[config.mk]
export PLATFORM = sky130hd
export DESIGN_NAME = vga_scan_out
export DESIGN_NICKNAME = d
export VERILOG_FILES = /design/src/rtl/vga_timing_pkg.sv /design/src/rtl/vga_counter.sv /design/src/rtl/vga_scan_out.sv
export SDC_FILE = /design/constraint.sdc
export NUM_CORES = 1
export LEC_CHECK = 0
export ABC_AREA = 1
export CORE_AREA = 2 2 57 99
export DETAILED_ROUTE_END_ITERATION = 10
export DIE_AREA = 0 0 59 101
export PLACE_DENSITY = 0.76
export SLEW_MARGIN = 10
export SYNTH_ARGS = -nofsm -noshare
export SYNTH_HDL_FRONTEND = slang
export SYNTH_SLANG_ARGS = --single-unit
[constraint.sdc]
create_clock -name clk -period 3.86 [get_ports clk]
set_input_delay 1.158 -clock clk [delete_from_list [all_inputs] [get_ports clk]]
set_output_delay 1.158 -clock clk [all_outputs]
set_load 0.005 [all_outputs]
[src/rtl/vga_timing_pkg.sv]
// Shared 800x600 timing defaults, 3-3-2 colour field positions and the
// per-pixel flag record carried down the output pipeline.
package vga_timing_pkg;

    localparam int H_ACTIVE_DEF = 800;
    localparam int H_FP_DEF     = 40;
    localparam int H_SYNC_DEF   = 128;
    localparam int H_BP_DEF     = 88;
    localparam int V_ACTIVE_DEF = 600;
    localparam int V_FP_DEF     = 1;
    localparam int V_SYNC_DEF   = 4;
    localparam int V_BP_DEF     = 23;
    localparam int X_OFS_DEF    = 144;
    localparam int Y_OFS_DEF    = 60;

    // The source image is 256x240, shown pixel-doubled.
    localparam int PIC_W = 512;
    localparam int PIC_H = 480;

    localparam int R_MSB = 7;
    localparam int R_LSB = 5;
    localparam int G_MSB = 4;
    localparam int G_LSB = 2;
    localparam int B_MSB = 1;
    localparam int B_LSB = 0;

    typedef struct packed {
        logic hsync;
        logic vsync;
        logic blank;
        logic win;
        logic frame_start;
    } pix_flags_t;

    localparam pix_flags_t FLAGS_RESET = '{hsync: 1'b0, vsync: 1'b0, blank: 1'b1,
                                           win: 1'b0, frame_start: 1'b0};

    function automatic logic in_range(input logic [31:0] val, input int lo, input int hi);
        return (val >= $unsigned(lo)) && (val <= $unsigned(hi));
    endfunction

endpackage

[src/rtl/vga_counter.sv]
// Horizontal/vertical beam counters plus the stage-0 decode of sync,
// active area and frame start from the current counter value.
module vga_counter
    import vga_timing_pkg::*;
#(
    parameter int H_ACTIVE = H_ACTIVE_DEF,
    parameter int H_FP     = H_FP_DEF,
    parameter int H_SYNC   = H_SYNC_DEF,
    parameter int H_BP     = H_BP_DEF,
    parameter int V_ACTIVE = V_ACTIVE_DEF,
    parameter int V_FP     = V_FP_DEF,
    parameter int V_SYNC   = V_SYNC_DEF,
    parameter int V_BP     = V_BP_DEF,
    localparam int H_TOTAL = H_ACTIVE + H_FP + H_SYNC + H_BP,
    localparam int V_TOTAL = V_ACTIVE + V_FP + V_SYNC + V_BP,
    localparam int HW      = $clog2(H_TOTAL),
    localparam int VW      = $clog2(V_TOTAL)
) (
    input  logic          clk,
    input  logic          reset,
    input  logic          pix_ce,
    output logic [HW-1:0] hcnt,
    output logic [VW-1:0] vcnt,
    output logic          active,
    output logic          hsync,
    output logic          vsync,
    output logic          frame_start
);

    logic [HW-1:0] hcnt_d, hcnt_q;
    logic [VW-1:0] vcnt_d, vcnt_q;
    logic [31:0]   h, v;

    always_comb begin
        hcnt_d = hcnt_q;
        vcnt_d = vcnt_q;
        if (pix_ce) begin
            if (32'(hcnt_q) == $unsigned(H_TOTAL - 1)) begin
                hcnt_d = '0;
                vcnt_d = (32'(vcnt_q) == $unsigned(V_TOTAL - 1)) ? '0 : vcnt_q + 1'b1;
            end else begin
                hcnt_d = hcnt_q + 1'b1;
            end
        end
    end

    always_ff @(posedge clk) begin
        if (reset) begin
            hcnt_q <= '0;
            vcnt_q <= '0;
        end else begin
            hcnt_q <= hcnt_d;
            vcnt_q <= vcnt_d;
        end
    end

    assign h           = 32'(hcnt_q);
    assign v           = 32'(vcnt_q);
    assign hcnt        = hcnt_q;
    assign vcnt        = vcnt_q;
    assign active      = (h < $unsigned(H_ACTIVE)) && (v < $unsigned(V_ACTIVE));
    assign hsync       = in_range(h, H_ACTIVE + H_FP, H_ACTIVE + H_FP + H_SYNC - 1);
    assign vsync       = in_range(v, V_ACTIVE + V_FP, V_ACTIVE + V_FP + V_SYNC - 1);
    assign frame_start = (hcnt_q == '0) && (vcnt_q == '0);

endmodule

[src/rtl/vga_scan_out.sv]
// VGA scan-out: reads a 256x240 source through a synchronous RAM and shows
// it pixel-doubled inside a border, with all outputs two pix_ce cycles late.
module vga_scan_out
    import vga_timing_pkg::*;
#(
    parameter int         H_ACTIVE = H_ACTIVE_DEF,
    parameter int         H_FP     = H_FP_DEF,
    parameter int         H_SYNC   = H_SYNC_DEF,
    parameter int         H_BP     = H_BP_DEF,
    parameter int         V_ACTIVE = V_ACTIVE_DEF,
    parameter int         V_FP     = V_FP_DEF,
    parameter int         V_SYNC   = V_SYNC_DEF,
    parameter int         V_BP     = V_BP_DEF,
    parameter int         X_OFS    = X_OFS_DEF,
    parameter int         Y_OFS    = Y_OFS_DEF,
    parameter logic [7:0] BORDER   = 8'h00,
    localparam int        HW       = $clog2(H_ACTIVE + H_FP + H_SYNC + H_BP),
    localparam int        VW       = $clog2(V_ACTIVE + V_FP + V_SYNC + V_BP)
) (
    input  logic        clk,
    input  logic        reset,
    input  logic        pix_ce,
    output logic [15:0] rd_addr,
    output logic        rd_en,
    input  logic [7:0]  rd_data,
    output logic        hsync,
    output logic        vsync,
    output logic        blank,
    output logic [7:0]  rgb,
    output logic        frame_start
);

    logic [HW-1:0] hcnt;
    logic [VW-1:0] vcnt;
    logic          active, hs0, vs0, fs0, window;
    logic [7:0]    src_x, src_y;
    pix_flags_t    s0, s1_d, s1_q;
    logic          hsync_d, hsync_q, vsync_d, vsync_q, blank_d, blank_q, fs_d, fs_q;
    logic [7:0]    rgb_d, rgb_q;

    vga_counter #(
        .H_ACTIVE(H_ACTIVE), .H_FP(H_FP), .H_SYNC(H_SYNC), .H_BP(H_BP),
        .V_ACTIVE(V_ACTIVE), .V_FP(V_FP), .V_SYNC(V_SYNC), .V_BP(V_BP)
    ) u_counter (
        .clk(clk), .reset(reset), .pix_ce(pix_ce),
        .hcnt(hcnt), .vcnt(vcnt), .active(active),
        .hsync(hs0), .vsync(vs0), .frame_start(fs0)
    );

    // Blanking wins: a window reaching past the active area is clipped.
    assign window = active
                 && in_range(32'(hcnt), X_OFS, X_OFS + PIC_W - 1)
                 && in_range(32'(vcnt), Y_OFS, Y_OFS + PIC_H - 1);
    assign src_x  = 8'((hcnt - HW'(X_OFS)) >> 1);
    assign src_y  = 8'((vcnt - VW'(Y_OFS)) >> 1);

    assign rd_en   = window && !reset;
    assign rd_addr = rd_en ? {src_y, src_x} : 16'h0000;

    assign s0 = '{hsync: hs0, vsync: vs0, blank: !active, win: window, frame_start: fs0};

    // Stage 1 waits out the RAM latency; stage 2 merges rd_data into rgb.
    always_comb begin
        s1_d    = s1_q;
        hsync_d = hsync_q;
        vsync_d = vsync_q;
        blank_d = blank_q;
        fs_d    = fs_q;
        rgb_d   = rgb_q;
        if (pix_ce) begin
            s1_d    = s0;
            hsync_d = s1_q.hsync;
            vsync_d = s1_q.vsync;
            blank_d = s1_q.blank;
            fs_d    = s1_q.frame_start;
            if (s1_q.blank)    rgb_d = 8'h00;
            else if (s1_q.win) rgb_d = rd_data;
            else               rgb_d = BORDER;
        end
    end

    always_ff @(posedge clk) begin
        if (reset) begin
            s1_q    <= FLAGS_RESET;
            hsync_q <= 1'b0;
            vsync_q <= 1'b0;
            blank_q <= 1'b1;
            fs_q    <= 1'b0;
            rgb_q   <= 8'h00;
        end else begin
            s1_q    <= s1_d;
            hsync_q <= hsync_d;
            vsync_q <= vsync_d;
            blank_q <= blank_d;
            fs_q    <= fs_d;
            rgb_q   <= rgb_d;
        end
    end

    assign hsync       = hsync_q;
    assign vsync       = vsync_q;
    assign blank       = blank_q;
    assign rgb         = rgb_q;
    assign frame_start = fs_q;

endmodule
---- After elaboration in Yosys (flattened, before gate mapping) ----
Cells that the tools add are included.
word-level totals
  memories kept ........................... 0
  bits of input ports ..................... 11
  bits in registers ....................... 38
  latch bits .............................. 0
  ROM bits ................................ 0
  bits in writable memories ............... 0
operators by class
  mux-type cells .......................... 5
  div/mod/pow operators ................... 0
  add/sub/neg operators ................... 4
  shift operators ......................... 0
  multipliers ............................. 0
  reductions and logical operators ........ 14
  bitwise operators ....................... 0
  $lt $le $gt $ge ......................... 10
  eq/ne operators ......................... 2
operators with widths
  kind                                                              count
  less-or-equal comparator 11 x 10 -> 1 bit, second input constant  2
  less-or-equal comparator 10 bit, second input constant            2
  2-to-1 mux 16 bit                                                 1
  2-to-1 mux 8 bit                                                  2
  adder 11 x 1 -> 11 bit, second input constant                     1
  equality test 11 bit, second input constant                       1
  >= comparator 11 x 10 -> 1 bit, second input constant             1
  >= comparator 11 x 8 -> 1 bit, second input constant              1
  logical NOT 11 bit                                                1
  < comparator 11 x 10 -> 1 bit, second input constant              1
  2-to-1 mux 11 bit                                                 1
  adder 10 x 1 -> 10 bit, second input constant                     1
  equality test 10 bit, second input constant                       1
  >= comparator 10 bit, second input constant                       1
  >= comparator 10 x 6 -> 1 bit, second input constant              1
  logical NOT 10 bit                                                1
  < comparator 10 bit, second input constant                        1
  2-to-1 mux 10 bit                                                 1
  logical AND 1 bit                                                 9
  subtractor 9 x 6 -> 9 bit, second input constant                  1
  subtractor 9 x 8 -> 9 bit, second input constant                  1
  logical NOT 1 bit                                                 2
  AND reduction 2 bit                                               1

---- Logic depth before layout (Yosys ltp) ----
Gate-level depths: netlist of run 1.
  depth after elaboration ................. 6
  depth in mapped cells ................... 12
  gate-level depth less buffers ........... 11

---- Cells and area by module ----
Synthesis of run 1 repeated with hierarchy kept, for this count alone.
second synthesis, totals
  cell total of the unflattened synthesis .. 395
  area total of the unflattened synthesis .. 2585.0 um2
by module, submodules not included
  module        instances  cells an instance  area each (um2)
  vga_counter   1          235                1441.4
  vga_scan_out  1          160                1143.6

---- Worst setup path before layout of run 1 ----
OpenSTA, ideal clock, no wires.
  path type ............................... input to output
  start point ............................. input port reset
  end point ............................... output port rd_en
  setup slack ............................. 0.754 ns
  required time ........................... 2.702 ns
  cell stages on the path ................. 6
  data arrival time ....................... 1.948 ns
  path through ............................ clkbuf_1 inv_1 buf_2 nand2_4 buf_12 inv_2
on the way
  word-level cells in the longest chain between the ends .. 2
RTL lines
  what               line                text
  from (decl)        vga_scan_out.sv:21  input logic reset,
  logical NOT 1 bit  vga_scan_out.sv:57  assign rd_en = window && !reset;
  logical AND 1 bit  vga_scan_out.sv:57
  to (decl)          vga_scan_out.sv:24  output logic rd_en,
Every way passes these cells.

---- Worst setup path after layout of run 1 ----
  start point ............................. input port reset
  end point ............................... output port rd_addr[8]
on the way
  word-level cells in the longest chain between the ends .. 3
RTL lines
  what               line                text
  logical NOT 1 bit  vga_scan_out.sv:57
  logical AND 1 bit  vga_scan_out.sv:57
  2-to-1 mux 16 bit  vga_scan_out.sv:58  assign rd_addr = rd_en ? {src_y, src_x} : 16'h0000;
  to (decl)          vga_scan_out.sv:23  output logic [15:0] rd_addr,
Every way passes these cells.

==> out/qor.yml, run 1 <==
ys_ff_latch: 38
finalCritPeriodShare: 0.980
die_area_mm2: 0.00596
finalPower_mw: 0.810
die_x_um: 59
synth.top_cell.area_share: 0.304
dr_total_vias: 2507
synth_edf_count: 0
drt-vias-per-instance: 5.35
grt_pass1_vias: 2428
clock_latency_ns: 0.30
synth_area_leader_cell: "dfxtp_1"
worst_path_max_delay_cell: "clkdlybuf4s50_1"
fin_tns_setup_ns: 0
synth.most_common_cell: "nand2_1"
ys_seq_area_frac: 0.304
cp.required_ns: 2.70
worstSetupStartpoint: "reset"
max_cap_violations: 0
cts_max_level: 2
core_area_mm2: 0.00517
drtAntennaViolNets: 0
ys_top_cells_by_count: "nand2_1, nor2_1, dfxtp_1"
syn_inst: 375
critPathMaxStageDelay_ns: 0.53
rsz0062_at_grt: "false"
synth.area.top_cells: "dfxtp_1, nand2_1, ha_1, nor2_1, nand3_1"
finClkSkew_ns: 0.0146
ios: 40
syn_area_per_cell_um2: 6.67
rows: 35
cpMostUsedCell: "clkdlybuf4s50_1"
path_class: "in -> out"
hold_violations: 0
cts_tree: "done"
clockRootBuffer: "clkbuf_8"
worst_ir_drop_vdd_v: 0.000225
reg2reg_to: "u_counter.vcnt[2]"
gp_congestion: 0.930
cp-endpoint: "rd_addr[8]"
timing.rr.start: "u_counter.hcnt[4]"
ys.flop_type: "dfxtp_1"
power_density_mw_per_mm2: 264
critical_path.max_fanout: 8
crit_chain: "clkdlybuf4s50_1, clkinvlp_4, nand2_8, nor2_4, clkdlybuf4s50_1"
drtIter0Drc: 64
track_usage: 0.221
timing.final.crit_period_ns: 3.78
hpwl_um: 4680
portBuffers: 39
cts_sinks: 38
drc: 0
wire_per_inst_um: 13.5
status: "finished, final reports clean"
antenna-diode-count: 0
start_util: 0.484
synth_cell_types: 30
cp.arrival_ns: 2.62
layout.nets: 438
synthArstFlopShare: 0
clk_pin_slew_ns: 0.07
crit_path_end_kind: "primary output"
reg2reg_depth: 8
synthToLayoutAreaGrowth_pct: 22.7
routed_wl_um: 6320
die_y_um: 101
worst_pin_slew_ns: 0.393
cts_buffer_depth: 2
setup_violations: 0
r2r_slack_ns: 2.02
synth.cell_area_mm2: 0.00250
ys_warn_count: 0
grt_first_pass_wirelength_um: 10200
startpoint_type: "input port"
antenna_found_initial: 0
p_leak_nw: 1.31
finalMaxSlewViolations: 0
gr-total-overflow: 0
drive_gt1_frac: 0.126
maxSlewHeadroom: 0.736
hold_class: "reg -> reg"
postCtsHoldBufs: 0
cts_buffers: 5
max_freq_mhz: 264
grt_max_degree: 22
syn_nets: 399
nFillCells: 498
dr.pass1.iters: 4
report_power, final:
part	internal, mW	switching (mW)	leakage [nW]	total [mW]
combinational	0.0246	0.0303	0.949	0.0549
sequential	0.399	0.00464	0.309	0.404
clock	0.207	0.144	0.0573	0.351
timing repair:
action | CTS | global route
setup endpoints to repair | 0 | 17
resized for setup | 0 | 5
buffers inserted | 0 | 1
per-layer routing:
layer / global-route usage / part of all wire / vias to the layer above
met5: 0 / 0 / -
met4: 0.154 / 0.055 / 0
met3: 0.0347 / 0.027 / 28
met2: 0.409 / 0.55 / 66
met1: 0.210 / 0.37 / 1150
li1: - / - / 1263
through the flow:
stage	std cells	worst slack (ns)	hold slack, ns	utilization	instance area (um2)
2_1_floorplan	375	0.754	0.428	-	2500
3_5_place_dp	460	0.0721	0.457	0.562	2900
4_1_cts	467	0.0620	0.470	0.584	3020
3_3_place_gp	460	0.0973	0.445	0.562	2900
6_report	469	0.0774	0.466	0.594	3070
5_1_grt	469	0.00436	0.491	0.594	3070
logic make-up (layout without fill, tap and decap cells):
family	Yosys count	after routing	share of synthesized area
buf+inv	61	99	0.107
xor+xnor	13	13	0.0455
compound gates	42	42	0.0855
fa+ha+maj	13	13	0.0650
simple gates	208	209	0.393
flops	38	38	0.304
placed cells by master, fill, tap and decap left out:
master,count
clkdlybuf4s50_1,39
or2_2,2
buf_12,1
dfxtp_2,1
dfxtp_1,37
o21ai_1,2
bufinv_16,1
buf_4,4
xor2_1,11
a21oi_1,24
a211oi_1,1
clkinv_1,1
clkinvlp_4,1
nand4_1,7
nand2_1,91
xnor2_1,2
nor2_1,43
nor2_2,6
inv_1,34
ha_1,13
nor3_1,12
nand2_8,2
nor4_1,1
nand2_2,3
nand3_2,2
o21ai_0,14
clkbuf_8,6
inv_2,12
nand3_1,29
o22ai_1,1
nor2_4,10
nor3b_2,1
worst min-delay path by stage:
stage                  from      end  slack [ns]  cells past startpoint
finish               rgb[0]   rgb[0]        0.47                      2
CTS                  rgb[0]   rgb[0]        0.47                      2
global placement    s1_q[2]  s1_q[2]        0.45                      2
global route         rgb[5]   rgb[5]        0.49                      2
detailed placement   rgb[3]   rgb[3]        0.46                      2
floorplan           s1_q[2]  s1_q[2]        0.43                      2
registers in the layout, summed over array words and instances, names as in the netlist:
name            flops
s1_q                5
vsync               1
frame_start         1
hsync               1
rgb                 8
blank               1
u_counter.hcnt     11
u_counter.vcnt     10
critical path: cells and delay by family:
kind          cells  cell delay [ns]
buf+inv           3             1.21
simple gates      2             0.24
area by class of cell:
type | count | area (um2) | share of cell area
flip-flops and latches | 38 | 762 | 0.248
repair buffers | 44 | 440 | 0.143
clock inverters | 1 | 30.0 | 0.00978
clock buffers | 6 | 82.6 | 0.0269
inverters | 48 | 184 | 0.0599
multi-input cells | 277 | 1500 | 0.489
well taps | 55 | 68.8 | 0.0224
(Power assumes the default switching activity.)
==> run 2, diff against run 1 <==
REMOVE_ABC_BUFFERS = 1   (was default)
==> run 2 against run 1 <==
  * Core utilization up 0.36 points
  * Power up 7.6%
  * Routed wire length up 2.3%
  * Register-to-register slack better by 0.10 ns
  * Non-clock buffer count is 2 higher
  * Sequential power about the same
  * Die area stayed put
  * Critical path type unchanged
  * Largest power group is now the clock network
==> out/qor.yml, run 2 (same netlist as run 1, synthesis figures left out) <==
p_leak_nw: 1.35
max_cap_violations: 0
gp_congestion: 0.935
reg2reg_to: "u_counter.vcnt[5]"
path_class: "in -> out"
wire_per_inst_um: 13.7
dr_total_vias: 2473
worst_ir_drop_vdd_v: 0.000244
clockRootBuffer: "clkbuf_8"
cp.required_ns: 2.70
placement.cell_area_mm2: 0.00294
drtIter0Drc: 46
r2r_slack_ns: 2.12
hold_class: "reg -> reg"
mostFrequentLayoutCells: "nand2_1, nor2_1, clkdlybuf4s50_1"
portBuffers: 39
critical_path.max_fanout: 7
antenna_found_initial: 0
timing.final.crit_period_ns: 3.76
nFillCells: 524
routed_wl_um: 6470
grt_pass1_vias: 2387
track_usage: 0.230
final_common_cell: "nand2_1"
startpoint_type: "input port"
rows: 35
holdPathEnd: "rgb[6]"
finalMaxSlewViolations: 0
cts_buffers: 5
drtAntennaViolNets: 0
start_util: 0.484
die_area_mm2: 0.00596
worst_pin_slew_ns: 0.474
antenna-diode-count: 0
status: "finished, final reports clean"
dr.pass1.iters: 4
power_density_mw_per_mm2: 282
synthToLayoutAreaGrowth_pct: 23.4
clock_latency_ns: 0.30
layout.nets: 439
cts_buffer_depth: 2
fin_tns_setup_ns: 0
cts_tree: "done"
cp.arrival_ns: 2.60
drt-vias-per-instance: 5.25
reg2reg_depth: 9
cts_max_level: 2
finClkSkew_ns: 0.00536
rsz0062_at_grt: "false"
setup_violations: 0
maxSlewHeadroom: 0.681
core_area_mm2: 0.00517
die_x_um: 59
largest_reg_flops: 11
design_area_mm2: 0.00309
min_from: "rgb[6]"
drc: 0
crit_path_end_kind: "primary output"
finalCritPeriodShare: 0.974
hpwl_um: 5100
clk_pin_slew_ns: 0.08
ios: 40
grt_first_pass_wirelength_um: 10400
hold_violations: 0
die_y_um: 101
min_delay_path_depth: 2
timing.rr.start: "u_counter.hcnt[5]"
drive_gt1_frac: 0.139
cts_sinks: 38
gr-total-overflow: 0
utilization: 0.598
max_freq_mhz: 266
postCtsHoldBufs: 0
grt_max_degree: 17
run 2: changes by cell type in the layout (fill, tap and decap cells not counted):
| cell | delta |
|---|---|
| dfxtp_1 | -3 |
| buf_4 | +2 |
| dfxtp_2 | +2 |
| nand2_8 | -2 |
| nor2_1 | -2 |
| nor2_2 | +2 |
| bufinv_16 | +1 |
| clkbuf_8 | -1 |
| clkinv_4 | +1 |
| clkinvlp_4 | -1 |
| dfxtp_4 | +1 |
| inv_1 | +1 |
| nand2_4 | +1 |
run 2: critical path, stage by stage:
cell and delay, ns:
clkdlybuf4s50_1 0.42, inv_1 0.12, nand2_4 0.11, buf_12 0.17, nor2_1 0.12, clkdlybuf4s50_1 0.51
run 2: cell type report:
type	instances	area, um2	area share
multi-input cells	276	1480	0.479
clock buffers	5	68.8	0.0223
flip-flops and latches	38	768	0.249
clock inverters	3	68.8	0.0223
repair buffers	46	455	0.147
inverters	48	180	0.0583
well taps	55	68.8	0.0223
run 2: metal layers:
| layer | part of all wire | vias up | track usage |
|---|---|---|---|
| li1 | - | 1264 | - |
| met1 | 0.38 | 1137 | 0.220 |
| met2 | 0.56 | 51 | 0.439 |
| met3 | 0.030 | 21 | 0.0424 |
| met4 | 0.038 | 0 | 0.124 |
| met5 | 0 | - | 0 |
run 2: worst max-delay path by stage:
stage / end / from / slack, ns
after floorplan: rd_addr[0] / reset / 0.95
after global placement: rd_addr[15] / reset / 0.09
after detailed placement: rd_addr[15] / reset / 0.09
after CTS: rd_addr[15] / u_counter.vcnt[2] / 0.03
after global routing: rd_addr[5] / u_counter.vcnt[3] / 0.006
final: rd_addr[15] / reset / 0.1
run 2: report_power, final:
group	leakage, nW	internal, mW	switching, mW	total, mW
clock	0.0683	0.259	0.155	0.414
sequential	0.310	0.398	0.00485	0.403
combinational	0.969	0.0249	0.0292	0.0541
total	1.35	0.682	0.189	0.872
run 2: through the flow:
step	hold WS [ns]	cells	power (mW)	setup WS, ns
floorplan	0.428	362	0.435	0.948
global placement	0.443	463	0.466	0.0880
detailed placement	0.443	463	0.467	0.0878
CTS	0.465	471	0.877	0.0274
global route	0.479	471	0.900	0.00618
finish	0.465	471	0.872	0.0985
run 2: timing repair:
| item | in CTS | in global routing |
|---|---|---|
| gates resized for setup | 0 | 8 |
| endpoints found under the hold margin | 0 | 0 |
| endpoints found under the setup margin | 0 | 13 |
| buffers inserted | 0 | 0 |
==> run 3, diff against run 2 <==
CORE_AREA = 2 2 78 73   (was 2 2 57 99)
DIE_AREA = 0 0 80 75   (was 0 0 59 101)
==> run 3 against run 2 <==
  * Sequential power about the same
  * Clock power decreased by 16%
  * Via count decreased by 2.8%
  * Maximum frequency increased by 0.37%
  * Global-route usage decreased by 2.4 points
  * Sequential cell count unchanged
  * Sequential share of layout area increased by 0.10 points
  * Setup slack improved by 0.014 ns
  * Clock-buffer cell count unchanged
  * Register-to-register slack got worse by 0.08 ns
  * Power decreased by 7.7%
  * Core utilization decreased by 0.20 points
  * Critical path type unchanged
  * Critical endpoint is now rd_addr[3]
  * Largest power group is now sequential cells
==> out/qor.yml, run 3 (same netlist as run 1, synthesis figures left out) <==
dr_total_vias: 2403
gp_congestion: 0.941
r2r_slack_ns: 2.04
final_common_cell: "nand2_1"
mostFrequentLayoutCells: "nand2_1, nor2_1, clkdlybuf4s50_1"
gr-total-overflow: 0
layout.nets: 437
dr.pass1.iters: 4
cts_sinks: 38
seqCellArea_um2: 763
ios: 40
finalMaxSlewViolations: 0
rows: 25
drtAntennaViolNets: 0
antenna_found_initial: 0
core_area_mm2: 0.00513
wire_per_inst_um: 12.0
largest_reg_flops: 11
swShare: 0.234
status: "finished, final reports clean"
grt_pass1_vias: 2261
hpwl_um: 4370
max_cap_violations: 0
finalPower_mw: 0.805
path_class: "in -> out"
worst_ir_drop_vdd_v: 0.000173
switchingPower_mw: 0.188
cts_buffer_depth: 2
rsz0062_at_grt: "false"
clockRootBuffer: "clkbuf_8"
routed_wl_um: 5750
track_usage: 0.206
maxSlewHeadroom: 0.713
power_frac_comb: 0.067
die_y_um: 75
pre_cts_ws_ns: 0.0545
cts_max_level: 2
portBuffers: 39
clockPowerShare: 0.432
cp.required_ns: 2.70
timing.final.crit_period_ns: 3.75
grt_max_degree: 21
drive_gt1_frac: 0.128
min_from: "rgb[1]"
startpoint_type: "input port"
worst_pin_slew_ns: 0.427
timing.rr.start: "u_counter.hcnt[4]"
synthToLayoutAreaGrowth_pct: 22.1
cp.arrival_ns: 2.59
hold_violations: 0
multi_input_area_mm2: 0.00149
finClkSkew_ns: 0.0148
clk_pin_slew_ns: 0.08
start_util: 0.488
clock_latency_ns: 0.30
cts_setup_buffers: 0
hold_class: "reg -> reg"
antenna-diode-count: 0
drtIter0Drc: 141
setup_violations: 0
die_x_um: 80
drc: 0
finalCritPeriodShare: 0.971
p_int_mw: 0.616
die_area_mm2: 0.00600
fin_ws_ns: 0.112
crit_path_end_kind: "primary output"
power_density_mw_per_mm2: 263
critical_path.max_fanout: 17
nFillCells: 523
drt-vias-per-instance: 5.00
cts_tree: "done"
fin_tns_setup_ns: 0
grt_first_pass_wirelength_um: 9780
cts_buffers: 5
seqPwrFrac: 0.501
p_leak_nw: 1.30
worstSetupStartpoint: "reset"
max_freq_mhz: 267
[run 3: changes by cell type in the layout (fill, tap and decap cells not counted), sizes merged]
cell and change:
buf -2, clkinvlp +2, bufinv -1, clkinv -1
[run 3: area by class of cell]
type,count,area share
Clock inverter,3,0.0147
Inverter,48,0.0589
Timing Repair Buffer,44,0.140
Multi-Input combinational cell,276,0.487
Sequential cell,38,0.250
Tap cell,67,0.0274
Clock buffer,5,0.0225
[run 3: power groups by stage]
stage | combinational (mW) | sequential, mW | clock, mW
floorplan | 0.0223 | 0.412 | 0
global placement | 0.0533 | 0.413 | 0
detailed placement | 0.0539 | 0.413 | 0
CTS | 0.0543 | 0.403 | 0.356
global route | 0.0611 | 0.405 | 0.370
finish | 0.0538 | 0.404 | 0.347
[run 3: worst paths after layout]
check / to / cells past startpoint
max: rd_addr[3] / 5
max reg2reg: u_counter.vcnt[6] / 8
min reg2reg: rgb[1] / 2
min: rgb[1] / 2
[run 3: repair_timing]
| item | CTS | global route |
|---|---|---|
| setup endpoints to repair | 0 | 16 |
| hold buffers | 0 | 0 |
| resized for setup | 0 | 5 |
[run 3: metal layers]
metal  global-route usage  routed length [um]  up-vias
li1                     -                   -     1259
met1                0.268                2820     1082
met2                0.348                2620       57
met3               0.0348                 235        5
met4               0.0772                  70        0
met5                    0                   0        -
[run 3: metrics by stage]
| stage | hold slack [ns] | util | instances | cell area, um2 |
|---|---|---|---|---|
| final | 0.467 | 0.596 | 481 | 3060 |
| after global routing | 0.490 | 0.596 | 481 | 3060 |
| after CTS | 0.472 | 0.593 | 481 | 3040 |
| after detailed placement | 0.451 | 0.570 | 473 | 2930 |
| after global placement | 0.448 | 0.570 | 473 | 2930 |
| after floorplan | 0.428 | - | 362 | 2410 |
[run 3: worst max-delay path, cell delays in order]
cell and delay [ns]:
clkdlybuf4s50_1 0.42, inv_1 0.18, nand2_8 0.17, nor2_1 0.14, clkdlybuf4s50_1 0.51
